[src/rtl/host_bridge_pkg.sv]
// Shared encodings and helpers for the hb_clk side of the SPI host bridge.
package host_bridge_pkg;

  localparam logic [1:0] ST_HALT = 2'b00;
  localparam logic [1:0] ST_LOAD = 2'b01;
  localparam logic [1:0] ST_RUN  = 2'b10;

  localparam int ARB_FIXED = 0;
  localparam int ARB_RR    = 1;

  localparam logic EDGE_RISE = 1'b1;
  localparam logic EDGE_FALL = 1'b0;

  function automatic int clog2(input int value);
    int r;
    r = 0;
    for (int v = value - 1; v > 0; v = v >> 1) r++;
    return r;
  endfunction

endpackage

[src/rtl/host_src_arb.sv]
// Per-source one-deep capture latches, drop tracking and the write arbiter.
module host_src_arb
  import host_bridge_pkg::*;
#(
  parameter int NSRC     = 5,
  parameter int DW       = 16,
  parameter int ARB_MODE = 0
) (
  input  logic               hb_clk,
  input  logic               ha_rst,
  input  logic               clr_lost,
  input  logic               block,
  input  logic [NSRC-1:0]    src_req,
  input  logic [NSRC*DW-1:0] src_data,
  output logic               grant_valid,
  output logic [DW-1:0]      grant_data,
  output logic [NSRC-1:0]    src_lost
);

  localparam int IW = (NSRC > 1) ? clog2(NSRC) : 1;

  logic [NSRC-1:0]    pend_q, pend_d, lost_q, lost_d, gnt_oh_s;
  logic [NSRC*DW-1:0] data_q, data_d;
  logic [IW-1:0]      last_q, last_d, gnt_idx_s;

  // Pick a winner; loops run so the last hit is the highest-priority one.
  always_comb begin
    gnt_idx_s = {IW{1'b0}};
    if (ARB_MODE == ARB_RR) begin
      for (int k = NSRC; k >= 1; k--) begin
        gnt_idx_s = pend_q[(int'(last_q) + k) % NSRC] ? IW'((int'(last_q) + k) % NSRC) : gnt_idx_s;
      end
    end else begin
      for (int k = NSRC - 1; k >= 0; k--) begin
        gnt_idx_s = pend_q[k] ? IW'(k) : gnt_idx_s;
      end
    end
  end

  assign grant_valid = (|pend_q) & ~block;
  assign grant_data  = data_q[gnt_idx_s*DW +: DW];
  assign src_lost    = lost_q;

  always_comb begin
    for (int i = 0; i < NSRC; i++) gnt_oh_s[i] = grant_valid && (gnt_idx_s == IW'(i));
  end

  // A granted latch may be refilled in the same cycle, so a source can stream at full rate.
  always_comb begin
    pend_d = pend_q;
    data_d = data_q;
    lost_d = clr_lost ? {NSRC{1'b0}} : lost_q;
    last_d = grant_valid ? gnt_idx_s : last_q;
    for (int i = 0; i < NSRC; i++) begin
      if (src_req[i] && (!pend_q[i] || gnt_oh_s[i])) begin
        pend_d[i]            = 1'b1;
        data_d[i*DW +: DW]   = src_data[i*DW +: DW];
      end else if (src_req[i]) begin
        lost_d[i]            = 1'b1;
      end else if (gnt_oh_s[i]) begin
        pend_d[i]            = 1'b0;
      end else begin
        pend_d[i]            = pend_q[i];
      end
    end
  end

  // Latch and pointer state.
  always_ff @(posedge hb_clk or posedge ha_rst) begin
    if (ha_rst) begin
      pend_q <= {NSRC{1'b0}};
      lost_q <= {NSRC{1'b0}};
      data_q <= {(NSRC*DW){1'b0}};
      last_q <= IW'(NSRC - 1);
    end else begin
      pend_q <= pend_d;
      lost_q <= lost_d;
      data_q <= data_d;
      last_q <= last_d;
    end
  end

endmodule

[src/rtl/host_bridge_hb.sv]
// hb_clk-side controller: boot sequencer, port-B pointer/overflow logic, SRQ handshake.
module host_bridge_hb
  import host_bridge_pkg::*;
#(
  parameter int NSRC     = 5,
  parameter int DW       = 16,
  parameter int DEPTH    = 2048,
  parameter int ARB_MODE = 0
) (
  input  logic                      hb_clk,
  input  logic                      ha_rst,
  input  logic [NSRC-1:0]           src_req,
  input  logic [NSRC*DW-1:0]        src_data,
  input  logic                      host_wr,
  input  logic [DW-1:0]             tos,
  input  logic                      host_rd,
  input  logic                      host_rst,
  input  logic                      host_rdy,
  input  logic                      host_poll,
  input  logic                      hb_ack,
  input  logic                      boot_halt,
  input  logic                      boot_load,
  output logic [clog2(DEPTH)-1:0]   buf_addr,
  output logic                      buf_we,
  output logic [DW-1:0]             buf_din,
  input  logic [DW-1:0]             buf_dout,
  output logic [DW-1:0]             host_dout,
  output logic                      host_srq,
  output logic                      hb_rdy,
  output logic [1:0]                run_st,
  output logic                      boot_done,
  output logic                      buf_ovfl,
  output logic [NSRC-1:0]           src_lost
);

  localparam int AW = clog2(DEPTH);

  logic [1:0]    run_st_q, run_st_d;
  logic [AW-1:0] pos_q, pos_d, addr_s;
  logic          full_q, full_d, ovfl_q, ovfl_d, rdy_q, rdy_d;
  logic          grant_valid_s, rd_s, brst_s, carry_s, issue_s, we_s;
  logic [DW-1:0] grant_data_s;
  logic [AW:0]   sum_s;

  host_src_arb #(.NSRC(NSRC), .DW(DW), .ARB_MODE(ARB_MODE)) u_arb (
    .hb_clk     (hb_clk),
    .ha_rst     (ha_rst),
    .clr_lost   (host_rst),
    .block      (host_wr),
    .src_req    (src_req),
    .src_data   (src_data),
    .grant_valid(grant_valid_s),
    .grant_data (grant_data_s),
    .src_lost   (src_lost)
  );

  // LOAD streams the buffer out through the read path; HALT holds the pointer at zero.
  assign rd_s    = host_rd | run_st_q[0];
  assign brst_s  = host_rst | (run_st_q == ST_HALT);
  assign sum_s   = {1'b0, pos_q} + {{AW{1'b0}}, rd_s};
  assign issue_s = host_wr | grant_valid_s;
  assign we_s    = issue_s & ~full_q;

  // Pointer pre-increments on read; carry out marks the end of a full LOAD pass.
  always_comb begin
    if (brst_s) begin
      {carry_s, addr_s} = {(AW+1){1'b0}};
    end else begin
      {carry_s, addr_s} = sum_s;
    end
  end

  assign buf_addr  = addr_s;
  assign buf_we    = we_s;
  assign buf_din   = host_wr ? tos : grant_data_s;
  assign host_dout = rd_s ? buf_dout : {DW{1'b0}};
  assign boot_done = carry_s & run_st_q[0];
  assign host_srq  = host_poll & hb_ack;
  assign hb_rdy    = rdy_q;
  assign run_st    = run_st_q;
  assign buf_ovfl  = ovfl_q;

  // Next-state for sequencer, pointer, full/overflow and ready flags.
  always_comb begin
    pos_d = addr_s + {{(AW-1){1'b0}}, we_s};
    if (boot_halt)      run_st_d = ST_HALT;
    else if (boot_load) run_st_d = ST_LOAD;
    else if (boot_done) run_st_d = ST_RUN;
    else                run_st_d = run_st_q;
    if (brst_s)                                    full_d = 1'b0;
    else if (we_s && (addr_s == AW'(DEPTH - 1)))   full_d = 1'b1;
    else                                           full_d = full_q;
    if (host_rst)                ovfl_d = 1'b0;
    else if (issue_s && full_q)  ovfl_d = 1'b1;
    else                         ovfl_d = ovfl_q;
    if (host_srq)      rdy_d = 1'b0;
    else if (host_rdy) rdy_d = 1'b1;
    else               rdy_d = rdy_q;
  end

  // State registers.
  always_ff @(posedge hb_clk or posedge ha_rst) begin
    if (ha_rst) begin
      run_st_q <= ST_HALT;
      pos_q    <= {AW{1'b0}};
      full_q   <= 1'b0;
      ovfl_q   <= 1'b0;
      rdy_q    <= 1'b0;
    end else begin
      run_st_q <= run_st_d;
      pos_q    <= pos_d;
      full_q   <= full_d;
      ovfl_q   <= ovfl_d;
      rdy_q    <= rdy_d;
    end
  end

endmodule

[config.mk]
export PLATFORM = sky130hd
export DESIGN_NAME = host_bridge_hb
export DESIGN_NICKNAME = d
export VERILOG_FILES = /design/src/rtl/host_bridge_pkg.sv /design/src/rtl/host_src_arb.sv /design/src/rtl/host_bridge_hb.sv
export SDC_FILE = /design/constraint.sdc
export NUM_CORES = 1
export LEC_CHECK = 0
export CORE_UTILIZATION = 47
export CTS_CLUSTER_SIZE = 24
export DETAILED_ROUTE_END_ITERATION = 7
export PLACE_DENSITY = 0.81
export SLEW_MARGIN = 20
export SYNTH_ARGS = -nofsm -noshare
export SYNTH_HDL_FRONTEND = slang
export SYNTH_SLANG_ARGS = --single-unit
[constraint.sdc]
create_clock -name hb_clk -period 4.4 [get_ports hb_clk]
set_input_delay 0.44 -clock hb_clk [delete_from_list [all_inputs] [get_ports hb_clk]]
set_output_delay 0.44 -clock hb_clk [all_outputs]
set_load 0.01 [all_outputs]
==> impl_metrics.toml <==
[outcome]
status = "complete, but fails checks"
violations = "design-rule violations"

[global_routing]
grt_usage_pct = 25.9
grt_max_degree = 83
grt_first_pass_wirelength_mm = 25.3
grt_pass1_vias = 4802
antenna_found_initial = 0
grt_remaining_overflow = 0

[floorplan]
die_w_um = 112
core_area_mm2 = 0.0116
die_area_mm2 = 0.0125
num_rows = 39
die_y_um = 112
ios = 182
initial_core_util_pct = 49.0

[route]
drc = 14
vias = 4815
drtPass1Iterations = 7
initialDrtViolationCount = 355
drtAntennaViolNets = 0
vias_per_cell = 5.82
wl_per_cell_um = 18.9
routed_wl_mm = 15.7

[sta]
slew_viol_final = 0
setup-violations-final = 0
finalHoldViolations = 0
finalCritPeriodShare_pct = 89.8
tns_ns = 0
timing.final.ws_setup_ns = 0.450
slew_headroom_pct = 30.0
fin_crit_ns = 3.95
finalClockSkew_ns = 0.00983
rsz0062_at_grt = "false"
max_freq_mhz = 253
worst_pin_slew_ns = 1.02

[synthesis]
synth_flop_cell = "dfrtp_1"
syn_inst = 516
yosysTopAreaCell = "dfrtp_1"
syn_nets = 647
syn_area_mm2 = 0.00567
synthArstFlopShare_pct = 100
yosysTopAreaCellShare_pct = 46.8
ys_top_cells_by_area = "dfrtp_1 (47%), mux2_2 (14%), nand2_1 (3.0%), mux2_4 (2.6%), o31ai_1 (2.4%)"
synth-seq-area-share_pct = 46.8
ys_ff_latch = 106
synth_warnings = 0
synth.most_common_cell = "dfrtp_1"
yosysUniqueCellTypes = 68
synthTopCellsByCount = "dfrtp_1 (106), mux2_2 (70), nand2_1 (46)"
synth_edf_count = 0
syn_area_per_cell_um2 = 11.0

[clock_network]
clock_latency_ns = 0.36
postCtsResizedCells = 0
cts_sinks = 106
clockBufferDepth = 2
htreeDepth = 3
cts_tree = "built"
ctsRootBufferMaster = "clkbuf_16"
cts.clk_slew.worst_paths_ns = 0.07
post-cts-setup-buffers = 0
cts_buffers = 9
hold_buffers = 0

[worst_hold_path]
hold_end = "hb_rdy"
hold_path.class = "reg2reg"
holdPathStages = 2
hold_start = "hb_rdy"

[power]
power.static_leakage_nw = 3.20
cellPowerDensity_mw_per_mm2 = 330
irDropWorstVdd_uv = 322

[place]
place_congestion = 0.914
post-place-ws_ns = 0.502
port_buffers = 181
hpwlAfterDp_mm = 11.9

[critical_path]
reg2reg_from = "run_st[0]"
worstPathMaxFanout = 17
cp.arrival_ns = 3.51
worst-r2r-setup-slack_ns = 1.07
crit_required_ns = 3.96
crit_type = "reg2out"
critical_path.startpoint = "run_st[0]"
worst-r2r-cell-count = 9
cp-start-kind = "flop"
end_kind = "output port"
r2r-end = "pos_q[10]"

[final_layout]
layout-area-overhead-vs-synth_pct = 37.6
diodes = 0
nFillCells = 893
nets = 811
drive_above_1_share_pct = 17.7

[job]
drv_cap = 0
[kinds of logic (layout without fill, tap and decap cells)]
group / after synthesis / in the layout / synth area share [%]
DFF: 106 / 106 / 46.8
AOI/OAI and AO/OA: 102 / 102 / 13.4
xor gates and xnor gates: 13 / 13 / 2.01
adders and majority gates: 4 / 4 / 0.883
buffers and inverters: 45 / 213 / 4.15
muxes: 82 / 82 / 16.9
and+or+nand+nor: 164 / 164 / 15.8
[routing by layer]
layer	part of all wire (%)	global-route usage, %
met4	1.9	8.11
met2	50	43.9
met1	42	33.1
met3	6.1	5.61
met5	0	0
[sequential cells by signal, summed over array words and instances (netlist names)]
| signal | count |
|---|---|
| full_q | 1 |
| buf_ovfl | 1 |
| run_st | 2 |
| pos_q | 11 |
| u_arb.pend_q | 5 |
| u_arb.data_q | 80 |
| u_arb.src_lost | 5 |
| hb_rdy | 1 |
[through the flow]
step	area, um2	hold slack, ns	utilization, %	std cells	total power [W]
2_1_floorplan	5670	0.475	-	516	0.00152
3_3_place_gp	7510	0.479	64.9	812	0.00178
3_5_place_dp	7510	0.494	64.9	812	0.00181
4_1_cts	7800	0.511	67.4	827	0.00258
5_1_grt	7800	0.529	67.5	827	0.00269
6_report	7800	0.511	67.5	827	0.00257
[worst max-delay path, stage by stage (launching register included)]
cell	delay, ns
dfrtp_1	0.48
nor2_1	0.80
inv_1	0.17
ha_1	0.43
and4_1	0.32
nor4_4	0.35
clkdlybuf4s50_1	0.61
[power breakdown]
group	internal, W	leakage [nW]	switching, W
logic	0.000342	1.78	0.000206
clock network	0.000395	0.140	0.000386
registers	0.00113	1.28	0.000112
[worst max path at each step]
stage,end
after global placement,buf_addr[3]
final,buf_addr[3]
after global routing,buf_addr[3]
after detailed placement,buf_addr[3]
after CTS,buf_addr[3]
after floorplan,buf_ovfl
[cell usage in the layout, fill, tap and decap left out, types with 7 or more instances in the layout]
cell	n
clkdlybuf4s50_1	181
dfrtp_1	106
mux2_2	70
nand2_1	46
nor2_1	31
nand3_1	21
a21oi_1	20
o31ai_1	18
nor2b_1	18
a22o_1	14
a2111oi_0	14
inv_1	11
mux2_4	10
o21ai_0	9
clkbuf_16	9
xnor2_1	7
[cell type report]
cell class | instances | area [um2] | share of cell area (%)
timing repair buffer | 186 | 1850 | 23.7
sequential | 106 | 2650 | 34.0
clock buffer | 9 | 225 | 2.89
inverter | 12 | 50.0 | 0.642
tap | 143 | 179 | 2.29
multi-input combinational | 365 | 2790 | 35.7
clock inverter | 6 | 60.1 | 0.770
Power figures use the tool's default switching activity.
